===== src/rtl/red_seq_if.sv =====
// ---------------------------------------------------------------------------
// red_seq_if
// Handshake / data bundle between a requester and the red_seq reduction unit.
//   start  : request a reduction (requester -> unit)
//   abort  : cancel an in-flight reduction (requester -> unit)
//   A, B   : 16-bit operands, captured when start is accepted
//   busy   : reduction in flight (unit -> requester)
//   done   : one-cycle result-valid pulse (unit -> requester)
//   red    : 16-bit reduction result, held until the next result
// ---------------------------------------------------------------------------
interface red_seq_if;
    logic        start;
    logic        abort;
    logic [15:0] A;
    logic [15:0] B;
    logic        busy;
    logic        done;
    logic [15:0] red;

    modport master (output start, abort, A, B, input busy, done, red);
    modport slave  (input start, abort, A, B, output busy, done, red);
endinterface


===== src/rtl/red_seq.sv =====
// ---------------------------------------------------------------------------
// red_seq
// Sums the four signed bytes of A and B into a sign-extended 16-bit result,
// using one shared 4-bit adder slice with a registered carry:
//   AB1 (2 cycles): P1 = A[7:0]  + B[7:0]   (9-bit signed)
//   AB2 (2 cycles): P2 = A[15:8] + B[15:8]  (9-bit signed)
//   RED (3 cycles): P1 + P2 over nibbles 0..2 -> 10-bit signed sum
//   DONE(1 cycle) : done pulse, result visible on red
// Ports:
//   clk   : system clock, rising edge
//   rst_n : synchronous active-low reset
//   bus   : red_seq_if slave modport (start/abort/A/B in, busy/done/red out)
// ---------------------------------------------------------------------------
module red_seq (
    input  logic      clk,
    input  logic      rst_n,
    red_seq_if.slave  bus
);

    typedef enum logic [2:0] {
        S_IDLE = 3'd0,
        S_AB1  = 3'd1,
        S_AB2  = 3'd2,
        S_RED  = 3'd3,
        S_DONE = 3'd4
    } state_t;

    state_t      state_q, state_d;
    logic [1:0]  cnt_q,   cnt_d;
    logic        carry_q, carry_d;
    logic [15:0] a_q,     a_d;
    logic [15:0] b_q,     b_d;
    logic [8:0]  p1_q,    p1_d;
    logic [8:0]  p2_q,    p2_d;
    logic [7:0]  acc_q,   acc_d;
    logic [15:0] red_q,   red_d;
    logic        busy_q,  busy_d;
    logic        done_q,  done_d;

    logic [3:0]  nib_a_s;
    logic [3:0]  nib_b_s;
    logic [4:0]  sum_s;
    logic        sign_s;

    // Operand select for the single shared 4-bit adder slice
    always_comb begin
        nib_a_s = 4'd0;
        nib_b_s = 4'd0;
        case (state_q)
            S_AB1: begin
                if (cnt_q == 2'd0) begin
                    nib_a_s = a_q[3:0];
                    nib_b_s = b_q[3:0];
                end else begin
                    nib_a_s = a_q[7:4];
                    nib_b_s = b_q[7:4];
                end
            end
            S_AB2: begin
                if (cnt_q == 2'd0) begin
                    nib_a_s = a_q[11:8];
                    nib_b_s = b_q[11:8];
                end else begin
                    nib_a_s = a_q[15:12];
                    nib_b_s = b_q[15:12];
                end
            end
            S_RED: begin
                case (cnt_q)
                    2'd0: begin
                        nib_a_s = p1_q[3:0];
                        nib_b_s = p2_q[3:0];
                    end
                    2'd1: begin
                        nib_a_s = p1_q[7:4];
                        nib_b_s = p2_q[7:4];
                    end
                    default: begin
                        // Top nibble: sign extension of the 9-bit partials
                        nib_a_s = {4{p1_q[8]}};
                        nib_b_s = {4{p2_q[8]}};
                    end
                endcase
            end
            default: begin
                nib_a_s = 4'd0;
                nib_b_s = 4'd0;
            end
        endcase
        sum_s  = {1'b0, nib_a_s} + {1'b0, nib_b_s} + {4'd0, carry_q};
        // Bit 8 of a signed byte sum: the two sign bits plus the carry out of bit 7
        sign_s = nib_a_s[3] ^ nib_b_s[3] ^ sum_s[4];
    end

    // Next-state, datapath update and registered-output decode
    always_comb begin
        state_d = state_q;
        cnt_d   = cnt_q;
        carry_d = carry_q;
        a_d     = a_q;
        b_d     = b_q;
        p1_d    = p1_q;
        p2_d    = p2_q;
        acc_d   = acc_q;
        red_d   = red_q;
        case (state_q)
            S_IDLE, S_DONE: begin
                // abort has no meaning here; start alone decides
                if (bus.start) begin
                    state_d = S_AB1;
                    cnt_d   = 2'd0;
                    carry_d = 1'b0;
                    a_d     = bus.A;
                    b_d     = bus.B;
                end else begin
                    state_d = S_IDLE;
                end
            end
            S_AB1: begin
                if (bus.abort) begin
                    state_d = S_IDLE;
                    cnt_d   = 2'd0;
                    carry_d = 1'b0;
                end else if (cnt_q == 2'd0) begin
                    p1_d[3:0] = sum_s[3:0];
                    carry_d   = sum_s[4];
                    cnt_d     = 2'd1;
                end else begin
                    p1_d[7:4] = sum_s[3:0];
                    p1_d[8]   = sign_s;
                    carry_d   = 1'b0;
                    cnt_d     = 2'd0;
                    state_d   = S_AB2;
                end
            end
            S_AB2: begin
                if (bus.abort) begin
                    state_d = S_IDLE;
                    cnt_d   = 2'd0;
                    carry_d = 1'b0;
                end else if (cnt_q == 2'd0) begin
                    p2_d[3:0] = sum_s[3:0];
                    carry_d   = sum_s[4];
                    cnt_d     = 2'd1;
                end else begin
                    p2_d[7:4] = sum_s[3:0];
                    p2_d[8]   = sign_s;
                    carry_d   = 1'b0;
                    cnt_d     = 2'd0;
                    state_d   = S_RED;
                end
            end
            S_RED: begin
                if (bus.abort) begin
                    state_d = S_IDLE;
                    cnt_d   = 2'd0;
                    carry_d = 1'b0;
                end else if (cnt_q == 2'd0) begin
                    acc_d[3:0] = sum_s[3:0];
                    carry_d    = sum_s[4];
                    cnt_d      = 2'd1;
                end else if (cnt_q == 2'd1) begin
                    acc_d[7:4] = sum_s[3:0];
                    carry_d    = sum_s[4];
                    cnt_d      = 2'd2;
                end else begin
                    // 10-bit sum = {top nibble bits 1:0, low byte}, bit 9 is the sign
                    red_d   = {{6{sum_s[1]}}, sum_s[1:0], acc_q};
                    carry_d = 1'b0;
                    cnt_d   = 2'd0;
                    state_d = S_DONE;
                end
            end
            default: begin
                state_d = S_IDLE;
                cnt_d   = 2'd0;
                carry_d = 1'b0;
            end
        endcase
        busy_d = (state_d == S_AB1) || (state_d == S_AB2) || (state_d == S_RED);
        done_d = (state_d == S_DONE);
    end

    // State and datapath registers with synchronous active-low reset
    always_ff @(posedge clk) begin
        if (!rst_n) begin
            state_q <= S_IDLE;
            cnt_q   <= 2'd0;
            carry_q <= 1'b0;
            a_q     <= 16'd0;
            b_q     <= 16'd0;
            p1_q    <= 9'd0;
            p2_q    <= 9'd0;
            acc_q   <= 8'd0;
            red_q   <= 16'd0;
            busy_q  <= 1'b0;
            done_q  <= 1'b0;
        end else begin
            state_q <= state_d;
            cnt_q   <= cnt_d;
            carry_q <= carry_d;
            a_q     <= a_d;
            b_q     <= b_d;
            p1_q    <= p1_d;
            p2_q    <= p2_d;
            acc_q   <= acc_d;
            red_q   <= red_d;
            busy_q  <= busy_d;
            done_q  <= done_d;
        end
    end

    assign bus.busy = busy_q;
    assign bus.done = done_q;
    assign bus.red  = red_q;

endmodule


===== src/flat_wrapper.sv =====
// flat-port wrapper written by rule: the top's interface ports become plain ports
module red_seq_flat 
  (clk, rst_n, bus_start, bus_abort, bus_A, bus_B, bus_busy, bus_done, bus_red);
  red_seq_if bus_i ();
  input  logic clk;
  input  logic rst_n;
  input wire logic [$bits(bus_i.start)-1:0] bus_start;
  input wire logic [$bits(bus_i.abort)-1:0] bus_abort;
  input wire logic [$bits(bus_i.A)-1:0] bus_A;
  input wire logic [$bits(bus_i.B)-1:0] bus_B;
  output wire logic [$bits(bus_i.busy)-1:0] bus_busy;
  output wire logic [$bits(bus_i.done)-1:0] bus_done;
  output wire logic [$bits(bus_i.red)-1:0] bus_red;
  assign bus_i.start = bus_start;
  assign bus_i.abort = bus_abort;
  assign bus_i.A = bus_A;
  assign bus_i.B = bus_B;
  assign bus_busy = bus_i.busy;
  assign bus_done = bus_i.done;
  assign bus_red = bus_i.red;
  red_seq u_core (.clk(clk), .rst_n(rst_n), .bus(bus_i));
endmodule

===== config.mk =====
export PLATFORM = sky130hd
export DESIGN_NAME = red_seq_flat
export DESIGN_NICKNAME = d
export VERILOG_FILES = /design/src/rtl/red_seq_if.sv /design/src/rtl/red_seq.sv /design/src/flat_wrapper.sv
export SDC_FILE = /design/constraint.sdc
export NUM_CORES = 1
export LEC_CHECK = 0
export CAP_MARGIN = 10
export CORE_ASPECT_RATIO = 1.2
export CORE_MARGIN = 5
export CORE_UTILIZATION = 50
export CTS_BUF_LIST = sky130_fd_sc_hd__clkbuf_16
export CTS_CLUSTER_DIAMETER = 30
export DETAILED_ROUTE_END_ITERATION = 10
export HOLD_SLACK_MARGIN = 0.1
export PLACE_DENSITY = 0.79
export REMOVE_ABC_BUFFERS = 1
export SETUP_SLACK_MARGIN = 0.4
export SLEW_MARGIN = 20
export SYNTH_ARGS = -nofsm -noshare
export SYNTH_HDL_FRONTEND = slang
export SYNTH_SLANG_ARGS = --single-unit

===== constraint.sdc =====
create_clock -name clk -period 3.8 [get_ports clk]
set_input_delay 0.38 -clock clk [delete_from_list [all_inputs] [get_ports clk]]
set_output_delay 0.38 -clock clk [all_outputs]
set_load 0.005 [all_outputs]

# Word-level counts from Yosys, hierarchy flattened
# Cells that the tools add are included.
[word_totals] out_inout_bits=18 input_bits=36 register_bits=76
[classes] n_addsub=2 n_bitwise=5 n_eq_ne=10 reduce_logical=14 n_mux=31
[op_table] operator="case mux 4 bit (3 select lines)" count=2
[op_table] operator="two-way mux 3 bit" count=7
[op_table] operator="two-way mux 4 bit" count=4
[op_table] operator="case mux 4 bit (2 select lines)" count=2
[op_table] operator="AND reduction 3 bit" count=5
[op_table] operator="equality test 3 x 2 -> 1 bit (second input constant)" count=4
[op_table] operator="case mux 3 bit (4 select lines)" count=1
[op_table] operator="two-way mux 2 bit" count=5
[op_table] operator="two-way mux 1 bit" count=8
[op_table] operator="AND reduction 4 bit" count=2
[op_table] operator="equality test 3 x 1 -> 1 bit (second input constant)" count=2
[op_table] operator="equality test 3 bit (second input constant)" count=2
[op_table] operator="case mux 2 bit (3 select lines)" count=1
[op_table] operator="adder 4 x 4 -> 5 bit" count=1
[op_table] operator="adder 5 x 1 -> 5 bit" count=1
[op_table] operator="OR reduction 2 bit" count=2
[op_table] operator="zero test 3 bit" count=1
[op_table] operator="NOT 1 bit" count=3
[op_table] operator="case mux 1 bit (3 select lines)" count=1
[op_table] operator="equality test 2 x 1 -> 1 bit (second input constant)" count=1
[op_table] operator="zero test 2 bit" count=1
[op_table] operator="logical OR 1 bit" count=2
[op_table] operator="inequality test 2 bit (second input constant)" count=1
[op_table] operator="AND reduction 2 bit" count=1
[op_table] operator="bitwise XOR 1 bit" count=2

# Logic depth before layout (Yosys ltp)
# Gate-level depths: netlist of the first run.
[logic_depth] ltp_word=9 depth_mapped=13

# Least setup slack after synthesis of the first run
# OpenSTA, ideal clock, no wires.
[synth_timing] kind="register -> register" startpoint="register u_core.state_q[0]" endpoint="register u_core.acc_q[2]" setup_slack_ns=0.998 setup_ns=0.065 arrival_time_ns=2.737 synth_period_minus_slack_ns=2.802 path_stages_with_launch=11 cell_sequence="dfxtp_1 buf_4 nor2b_1 a221oi_1 or3_1 o21a_1 fa_1 fa_1 xnor2_1 mux2i_1 nor2b_1"
[synth_via] elab_chain_cells=4
[synth_lines] item="start: declaration" line="red_seq.sv:28" source="state_t state_q, state_d;"
[synth_lines] item="start signal: assignment" line="red_seq.sv:199" source="state_q <= state_d;"
[synth_lines] item="equality test 3 x 2 -> 1 bit, or another cell as far along" line="red_seq.sv:49, red_seq.sv:106"
[synth_lines] item="case mux 4 bit (3 select lines)" line="red_seq.sv:49" source="case (state_q)"
[synth_lines] item="adder 4 x 4 -> 5 bit" line="red_seq.sv:90" source="sum_s = {1'b0, nib_a_s} + {1'b0, nib_b_s} + {4'd0, carry_q};"
[synth_lines] item="adder 5 x 1 -> 5 bit" line="red_seq.sv:90"
[synth_lines] item="end signal: assignment" line="red_seq.sv:194" source="acc_q <= 8'd0;"
[synth_lines] item="end signal: assignment" line="red_seq.sv:206" source="acc_q <= acc_d;"
[synth_lines] item="end: declaration" line="red_seq.sv:35" source="logic [7:0] acc_q, acc_d;"
# Several ways; a longest one is shown, not always the timed one.
# A chain may end at the register's enable or synchronous reset.

# Final worst setup path of the first run
[layout_timing] startpoint="register u_core.state_q[0]" endpoint="register u_core.p1_q[8]"
[layout_via] elab_chain_cells=5
[layout_lines] item="equality test 3 x 2 -> 1 bit or equality test 3 x 1 -> 1 bit (tied branches)" line="red_seq.sv:49, red_seq.sv:106"
[layout_lines] item="case mux 4 bit (3 select lines)" line="red_seq.sv:49"
[layout_lines] item="adder 4 x 4 -> 5 bit" line="red_seq.sv:90"
[layout_lines] item="adder 5 x 1 -> 5 bit" line="red_seq.sv:90"
[layout_lines] item="bitwise XOR 1 bit" line="red_seq.sv:92" source="sign_s = nib_a_s[3] ^ nib_b_s[3] ^ sum_s[4];"
[layout_lines] item="end signal: assignment" line="red_seq.sv:204" source="p1_q <= p1_d;"
[layout_lines] item="end: declaration" line="red_seq.sv:33" source="logic [8:0] p1_q, p1_d;"
# Several ways; a longest one is shown, not always the timed one.

==> results of run 1 <==
==> layout by cell type, fill, tap and decap left out, drive strengths merged, types with 3 or more instances in the layout <==
| cell type | n |
|---|---|
| a211oi | 8 |
| a21boi | 35 |
| a21oi | 6 |
| a221o | 6 |
| a221oi | 10 |
| and2 | 4 |
| buf | 8 |
| bufinv | 4 |
| clkbuf | 9 |
| clkdlybuf4s50 | 52 |
| dfxtp | 76 |
| ha | 3 |
| inv | 3 |
| mux2i | 11 |
| nand2 | 97 |
| nand2b | 3 |
| nor2 | 12 |
| nor2b | 28 |
| nor3 | 11 |
| o211a | 14 |
| o211ai | 4 |
| o21a | 3 |
| o21ai | 11 |
| o22ai | 3 |
| o311ai | 3 |
| or3 | 5 |
==> layer usage <==
metal,global-route usage,vias to the layer above,wire [um]
li1,-,1533,-
met1,0.225,1444,3500
met2,0.318,77,4180
met3,0.0412,15,381
met4,0.0734,0,155
met5,0,-,0
==> worst register-to-register path, cell delays in order, from the launching register on <==
cell                       delay, ns
sky130_fd_sc_hd__dfxtp_1        0.55
sky130_fd_sc_hd__nor2b_1        0.19
sky130_fd_sc_hd__buf_4          0.21
sky130_fd_sc_hd__a221oi_1       0.11
sky130_fd_sc_hd__or3_1          0.35
sky130_fd_sc_hd__o21a_1         0.12
sky130_fd_sc_hd__fa_1           0.44
sky130_fd_sc_hd__fa_1           0.45
sky130_fd_sc_hd__nor2b_1        0.18
sky130_fd_sc_hd__o31ai_1        0.12
sky130_fd_sc_hd__nor3_1         0.19
sky130_fd_sc_hd__nor2_1         0.07
==> cells by family (layout without fill, tap and decap cells) <==
kind of cell               Yosys count  after routing  synth area share
AOI/OAI and AO/OA                  111            111             0.233
buffers and inverters               42             77            0.0612
and+or+nand+nor                    172            172             0.235
DFF                                 76             76             0.411
muxes                               13             13            0.0359
xor gates and xnor gates             1              1           0.00237
adders and majority gates            5              5            0.0210
==> flip-flops by register name, summed over array words and instances (netlist names) <==
name             count
u_core.bus.done      1
u_core.p2_q          9
u_core.carry_q       1
u_core.b_q          16
u_core.bus.red      10
u_core.a_q          16
u_core.p1_q          9
u_core.state_q       3
u_core.acc_q         8
u_core.bus.busy      1
u_core.cnt_q         2
==> cell type report <==
class,count,area (um2),share of cell area
Timing Repair Buffer,60,578,0.128
Tap cell,90,113,0.0248
Multi-Input combinational cell,302,1960,0.432
Inverter,2,7.51,0.00166
Sequential cell,76,1520,0.336
Clock inverter,6,129,0.0284
Clock buffer,9,225,0.0497
==> worst min path at each step <==
stage               cells after the start         endpoint           start  slack (ns)
finish                                  3  u_core.bus.busy           rst_n        0.39
global route                            3  u_core.bus.busy           rst_n        0.39
CTS                                     3  u_core.bus.busy           rst_n        0.37
detailed placement                      2   u_core.a_q[10]  u_core.a_q[10]        0.44
global placement                        2   u_core.a_q[14]  u_core.a_q[14]        0.44
floorplan                               2   u_core.a_q[14]  u_core.a_q[14]        0.43
==> timing repair <==
action,4_1_cts,5_1_grt
resized for setup,0,1
setup endpoints to repair,0,6
setup buffers,0,0
==> stage by stage <==
stage | util | setup WS [ns] | power [mW]
after global routing | 0.627 | 0.472 | 2.11
after CTS | 0.626 | 0.630 | 2.04
after global placement | 0.577 | 0.795 | 1.02
final | 0.627 | 0.709 | 2.03
after detailed placement | 0.577 | 0.697 | 1.03
after floorplan | - | 0.630 | 0.946
==> power by group through the flow <==
stage               Combinational (mW)  Sequential [mW]  Clock (mW)
detailed placement               0.173            0.855           0
CTS                              0.175            0.838        1.03
global route                     0.195            0.841        1.07
global placement                 0.169            0.854           0
finish                           0.175            0.839        1.02
floorplan                       0.0941            0.852           0
==> results.md, run 1 <==
STA:
- The count of endpoints failing hold in the final timing report was 0.
- The highest clock rate is 0.324 GHz.
- The clock period could shrink to 3.09 ns.
- At the pin with the least slew margin, the transition time is 1.01 ns.
- Dividing the final minimum period by the clock period gives 0.813.
- The setup total negative slack is 0 ns.
- The worst clock skew is 0.00439 ns.
- Setup repair after global routing left no endpoint under its margin.
- Headroom to the max-slew limit came out at 0.324.
- The tightest hold path in the finished design has a slack of approximately 0.39 ns.
- The max-slew violation count is 0.
- The count of endpoints failing setup in the final report is 0.

Pwr:
- Of the total power, the share spent switching nets is 0.210.
- The internal power of the cells totals 1.61 mW.
- VDD sags by at most 0.000368 V.
- Of the total power, registers draw 0.413.
- Of the total power, the clock network draws 0.501.
- Of the total power, combinational logic draws 0.086.
- The ratio of total power to cell area is 448 nW/um2.
- The static power due to leakage is 1.79 nW.
- The switching power summed over all nets is 426 uW.

Clock tree:
- The cts-stage hold buffer count is 0.
- CTS saw 76 sinks.
- CTS placed an instance of sky130_fd_sc_hd__clkbuf_16 at the clock tree root.
- The later pin in the worst-skew pair is clocked with a latency of 0.33 ns.
- The longest clock path from root to sink contains 2 buffers.
- Clock-pin slew was measured on the worst setup and hold paths at 0.06 ns.
- CTS built an H-tree with a depth of 3.
- The clock buffer count from CTS is 9.
- TritonCTS built the clock tree.

Yosys:
- The count of flip-flops with a built-in enable after synthesis is 0.
- Counting instances in the post-synthesis netlist gives the leading cell types as 97 x sky130_fd_sc_hd__nand2_1, 76 x sky130_fd_sc_hd__dfxtp_1, 27 x sky130_fd_sc_hd__nor2b_1, 26 x sky130_fd_sc_hd__a21boi_0, 18 x sky130_fd_sc_hd__clkbuf_1.
- In this run, distinct cell masters in the synthesized netlist total between 50 and 60.
- The share of Yosys cell area claimed by the top area cell type is 0.411.
- Of all flip-flops after synthesis, the portion carrying an async set or reset was 0.
- The number of synthesis warnings is 0.
- Ranked by total cell area, the synthesized netlist is headed by sky130_fd_sc_hd__dfxtp_1 41%, sky130_fd_sc_hd__nand2_1 9.8%, sky130_fd_sc_hd__a21boi_0 5.3%.
- The post-synthesis instance total is 420.
- The leading area contributor after synthesis is sky130_fd_sc_hd__dfxtp_1.
- The area of the mapped netlist is 3700 um2.
- Among all cell types in the netlist, the one instantiated most often is sky130_fd_sc_hd__nand2_1.
- Counting flops and latches in the post-synthesis netlist gives 76.
- Of the synthesized area, sequential elements account for 0.411.
- The most used flip-flop cell after synthesis is sky130_fd_sc_hd__dfxtp_1.
- Dividing the synthesized area by the synthesized cell count gives 8.81 um2.

Floorplan:
- 54 I/O pins were placed.
- The starting utilization of the core area is 0.511.
- After floorplanning, the core was sized to cover between 7000 and 8000 um2.
- The standard-cell row count is 34.
- The die footprint is 9220 um2.
- The y dimension of the die is 104 um.
- The horizontal die dimension is slightly below 90 um.

Cells and area:
- The layout filler cell count is 630.
- The final instance area is around 4500 um2.
- The final layout contains 492 nets.
- The number of antenna diodes in the final layout is 0.
- The area growth from synthesis to layout is 22.6%.
- Leaving out filler cells and counting taps, the final layout contains 545.
- In the final layout, the share of cells above drive strength 1 is 0.0769.

Placed design:
- The HPWL after detailed placement is 5.52 mm.
- The count of input and output buffers is 53.
- After detailed placement, the total cell area comes to 4170 um2.
- After detailed placement, the design holds a cell count of 530.
- At the end of routability-driven placement, the weighted congestion stood at 0.894.

Critical path:
- The critical path launch point type is a flop.
- The data arrival at the endpoint of the critical path is 3.31 ns.
- The worst register-to-register path begins at u_core.state_q[0].
- The kind of cell with the highest combined delay on the critical path is simple AND/OR/NAND/NOR gates.
- The type of the worst setup path is reg2reg.
- The critical path ends at u_core.p1_q[8].
- The number of stages on the worst setup path is 11.
- The capture instance of the worst register-to-register path is u_core.p1_q[8].
- In this run the worst path has a maximum fanout of 15.
- The critical path goes through nor2b_1 -> buf_4 -> a221oi_1 -> or3_1 -> o21a_1 -> fa_1 -> fa_1 -> nor2b_1 -> o31ai_1 -> nor3_1 -> nor2_1.
- The cell type of the slowest stage on the worst timing path is sky130_fd_sc_hd__dfxtp_1.
- The total buffers and inverters traversed by the critical path is 1.
- In this design, the stage delay of the slowest critical-path cell is 0.55 ns.
- The worst setup path is captured at a flop.
- The worst path required time is 4.02 ns.
- The worst reg-to-reg path cell count is 11.
- In this run the worst setup path begins at u_core.state_q[0].
- The worst-case register-to-register setup slack is 0.71 ns.

Global route:
- For this run, the total global-route usage over all layers was measured as 0.187.
- For this run the aggregate overflow at the end of global routing stands at 0.
- The pin count of the biggest net entering global routing is 70.
- The via count of the first global-routing pass is 2,977.
- The first global-routing pass estimated 13.9 mm of wire.
- The initial antenna violation count was 0.

Routing:
- Dividing the detail-routed wire length by the instance count gives 15.1 um.
- For this run, design rule violations remaining after detail routing come to 0.
- The DRC marker count from the first detailed-route iteration is 147.
- The detailed-route vias per instance is 5.63.
- The overall via count from detail_route is 3,069.
- For this block, the routed nets add up to 8.21 mm of wire.
- The iteration count of the initial detailed-routing pass is 4.
- The post-detailed-route count of antenna-violating nets is 0.

Run status:
- The flow ran to the end, and the final reports show no timing, DRC or antenna violations.

Run:
- Across the run, the number of max-cap violations was 0.

Hold path:
- The path type of the worst min-delay path is in2reg.
Power figures use the tool's default switching activity.
==> run 2: changes to the inputs <==
==> constraint.sdc (replaced) <==
create_clock -name clk -period 3.05 [get_ports clk]
set_input_delay 0.305 -clock clk [delete_from_list [all_inputs] [get_ports clk]]
set_output_delay 0.305 -clock clk [all_outputs]
set_load 0.005 [all_outputs]
==> run 2 against run 1 <==
Against the previous run: cell area is 4.7% higher; core utilization is 3.0 points higher; register-to-register slack worse by 0.27 ns; sequential power is 24% higher; non-clock buffer count is 20 higher; clock-buffer cell count stayed put; die area stayed put; global-route usage is 0.30 points higher; first-iteration DRC count is 24% higher; worst setup slack worse by 0.27 ns; worst hold slack better by 0.073 ns; clock power hardly changed.
==> results.md, run 2 (synthesis results as in run 1) <==
STA:
- The count of endpoints failing hold in the final timing report is 0 (unchanged).
- The setup total negative slack came to 0 ns (unchanged).
- The post-route clock period utilization is 0.855 (+0.0419).
- The final-layout worst hold slack came to 0.461 ns (+0.0732 ns).
- The worst clock skew came to 0.00634 ns (+0.00195 ns).
- The highest clock rate is 0.383 GHz (+18%).
- Setup repair after global routing could not meet its margin everywhere.
- The shortest period the worst path allows came to 2.61 ns (-0.482 ns).
- The pin slew with the least headroom to its limit was 1.00 ns (-0.0102 ns).
- The max-slew violation count is 0 (unchanged).
- The count of endpoints failing setup in the final report is 0 (unchanged).
- The worst path setup slack after routing is 0.441 ns (-0.268 ns).
- The normalized max-slew margin is 0.331 (+0.00679).

Cells and area:
- The number of diodes added for antenna fixing is 0 (unchanged).
- The post-route non-filler standard cell count came to 565 (+3.7%).
- The final instance area is 4750 um2 (+4.7%).
- The final core utilization is 0.657 (+0.0298).
- The top cell types in the final layout, fill and taps aside, are 96 x sky130_fd_sc_hd__nand2_1, 74 x sky130_fd_sc_hd__dfxtp_1, 52 x sky130_fd_sc_hd__clkdlybuf4s50_1.
- The layout filler cell count was 589 (-6.5%).
- The share of layout cells above drive strength 1 came to 0.156 (+0.0789).
- From synthesis to final layout, the design area changed by 28.4%.
- The register area is 1530 um2 (+0.33%).
- The area of the multi-input gates is 2060 um2 (+5.4%).
- The final net count is 512 (+4.1%).
- The most frequent standard cell in the layout excluding fill and tap cells is sky130_fd_sc_hd__nand2_1.

Routing:
- The average wire per cell in the routed design is 15.3 um (+1.7%).
- The detailed-route vias per instance is 5.58 (-0.90%).
- The iteration count of the initial detailed-routing pass is 4 (unchanged).
- The total length of routed wires is 8.66 mm (+5.4%).
- The post-detailed-route count of antenna-violating nets is 0 (unchanged).
- The overall via count from detail_route is 3,153 (+2.7%).
- The DRC marker count from the first detailed-route iteration was 183 (+24%).
- The DRC violations left is 0 (unchanged).

Critical path:
- The capture instance of the worst register-to-register path is u_core.p1_q[8].
- The biggest fanout along the worst timing path is 8 (-7).
- The worst reg-to-reg path cell count is 11 (unchanged).
- STA classifies the critical path endpoint as a flop.
- The worst path required time is 3.27 ns (-0.75 ns).
- The cell type of the slowest stage on the worst timing path is sky130_fd_sc_hd__fa_2.
- The total buffers and inverters traversed by the critical path was 1 (unchanged).
- The startpoint identified for the worst register-to-register timing path is u_core.state_q[1].
- The data arrival at the endpoint of the critical path was 2.83 ns (-0.48 ns).
- The type of the worst setup path is reg2reg.
- Walking the worst path, the cells encountered are nor2b_2 -> buf_6 -> a221oi_2 -> or3_1 -> o21a_1 -> fa_2 -> fa_2 -> nor2b_4 -> o31ai_4 -> nor3_1 -> nor2_1.
- The critical path launch point type is a flop.
- The most numerous cell type found on the critical path is sky130_fd_sc_hd__fa_2.
- The worst-case register-to-register setup slack came to 0.44 ns (-0.27 ns).
- The kind of cell with the highest combined delay along the critical path is simple AND/OR/NAND/NOR gates.
- The highest cell delay on the worst timing path is 0.43 ns (-0.12 ns).

Pwr:
- The clock group share of total power was 0.447 (-0.054).
- The static power due to leakage is 1.89 nW (+5.2%).
- The total internal power is 1.78 mW (+11%).
- The largest voltage drop on the vdd net is 0.000326 V (-11%).
- The portion of total power attributed to combinational logic was 0.106 (+0.020).
- The sequential share of power is 0.447 (+0.034).
- The overall power consumption is 2.33 mW (+15%).
- The ratio of total power to cell area is 491 nW/um2 (+9.6%).
- The switching power summed over all nets is 557 uW (+31%).
- The switching portion of total power is 0.239 (+0.0293).

Placed design:
- The placed wire-length estimate after detailed placement is 5.77 mm (+4.5%).
- The count of input and output buffers is 53 (unchanged).
- The global placer's final weighted congestion is 0.840 (-6.1%).
- The number of placed instances with taps included is 538 (+1.5%).
- The cell area reported after detailed placement came to 4230 um2 (+1.4%).
- The worst-case setup slack after placement was 0.140 ns (-0.557 ns).

Hold path:
- The tightest min-delay check is of the reg2reg type.
- For hold timing, the worst endpoint is u_core.a_q[7].
- The number of cells on the worst hold path is 2 (-1).
- The startpoint identified for the worst hold timing path is u_core.a_q[7].

Clock tree:
- The clock-pin slew of the registers on the worst-case setup and hold paths is 0.06 ns (about the same).
- The clock buffer count from CTS is 9 (unchanged).
- The number of clock sinks is 76 (unchanged).
- The largest buffer count on any clock path came to 2 (unchanged).
- TritonCTS built the clock tree.
- The number of levels in the clock H-tree is 3 (unchanged).
- The cts-stage hold buffer count came to 0 (unchanged).
- In this run the clock root is driven by a sky130_fd_sc_hd__clkbuf_16.
- The clock insertion delay at the later pin of the skew report is 0.33 ns (about the same).

Global route:
- The first-pass GRT wire length came to 14.1 mm (+1.6%).
- The total congestion overflow is 0 (unchanged).
- The total track usage came to 0.190 (+0.00305).
- The via count of the first global-routing pass came to 3,054 (+2.6%).
- The pin count of the biggest net entering global routing is 52 (-26%).
- The initial antenna violation count is 0 (unchanged).

Floorplan:
- The die footprint is 9220 um2 (unchanged).
- The horizontal die dimension is 88.5 um (unchanged).
- The number of primary I/O pins is 54 (unchanged).
- The y dimension of the die came to 104 um (unchanged).
- The starting utilization of the core area came to 0.511 (unchanged).
- The standard-cell row count is 34 (unchanged).
- The core area was 7230 um2 (unchanged).

Run status:
- The run finished with clean final reports.

Run:
- The max-cap violation count is 0 (unchanged).
-- run 2: final cells by class --
type | instances | share of cell area
Inverter | 2 | 0.00158
Clock inverter | 6 | 0.0137
Tap cell | 90 | 0.0237
Multi-Input combinational cell | 302 | 0.435
Timing Repair Buffer | 80 | 0.157
Sequential cell | 76 | 0.321
Clock buffer | 9 | 0.0474
-- run 2: worst min-delay path, cell delays in order (launching register included) --
cell and delay [ns]:
sky130_fd_sc_hd__dfxtp_1 0.31, sky130_fd_sc_hd__nand2_1 0.05, sky130_fd_sc_hd__a21boi_1 0.05
-- run 2: repair_timing --
item                                    in CTS  in global routing
buffers inserted                             4                  8
endpoints found under the setup margin      21                 21
gates cloned                                 0                  0
pin swaps                                    8                  8
gates resized for setup                     21                 14
-- run 2: power by group through the flow --
stage / Sequential [mW] / Combinational (mW) / Clock [mW]
6_report: 1.04 / 0.247 / 1.04
5_1_grt: 1.05 / 0.271 / 1.09
4_1_cts: 1.04 / 0.237 / 1.05
3_5_place_dp: 1.06 / 0.222 / 0
3_3_place_gp: 1.06 / 0.218 / 0
2_1_floorplan: 1.06 / 0.117 / 0
-- run 2: metal layers --
layer  part of all wire  vias up  GRT usage
met4              0.020        0     0.0896
met3              0.048       14     0.0357
met5                  0        -          0
li1                   -     1581          -
met2               0.52       79      0.324
met1               0.42     1479      0.225
-- run 2: worst max path at each step --
stage                      start              end  slack [ns]  cells after the start
3_5_place_dp   u_core.state_q[1]   u_core.p2_q[6]        0.14                     10
5_1_grt        u_core.state_q[1]   u_core.p1_q[8]        0.35                     11
2_1_floorplan  u_core.state_q[0]  u_core.acc_q[2]       -0.12                      9
3_3_place_gp   u_core.state_q[0]   u_core.p2_q[6]        0.25                     10
4_1_cts        u_core.state_q[1]   u_core.p1_q[8]        0.41                     11
6_report       u_core.state_q[1]   u_core.p1_q[8]        0.44                     11
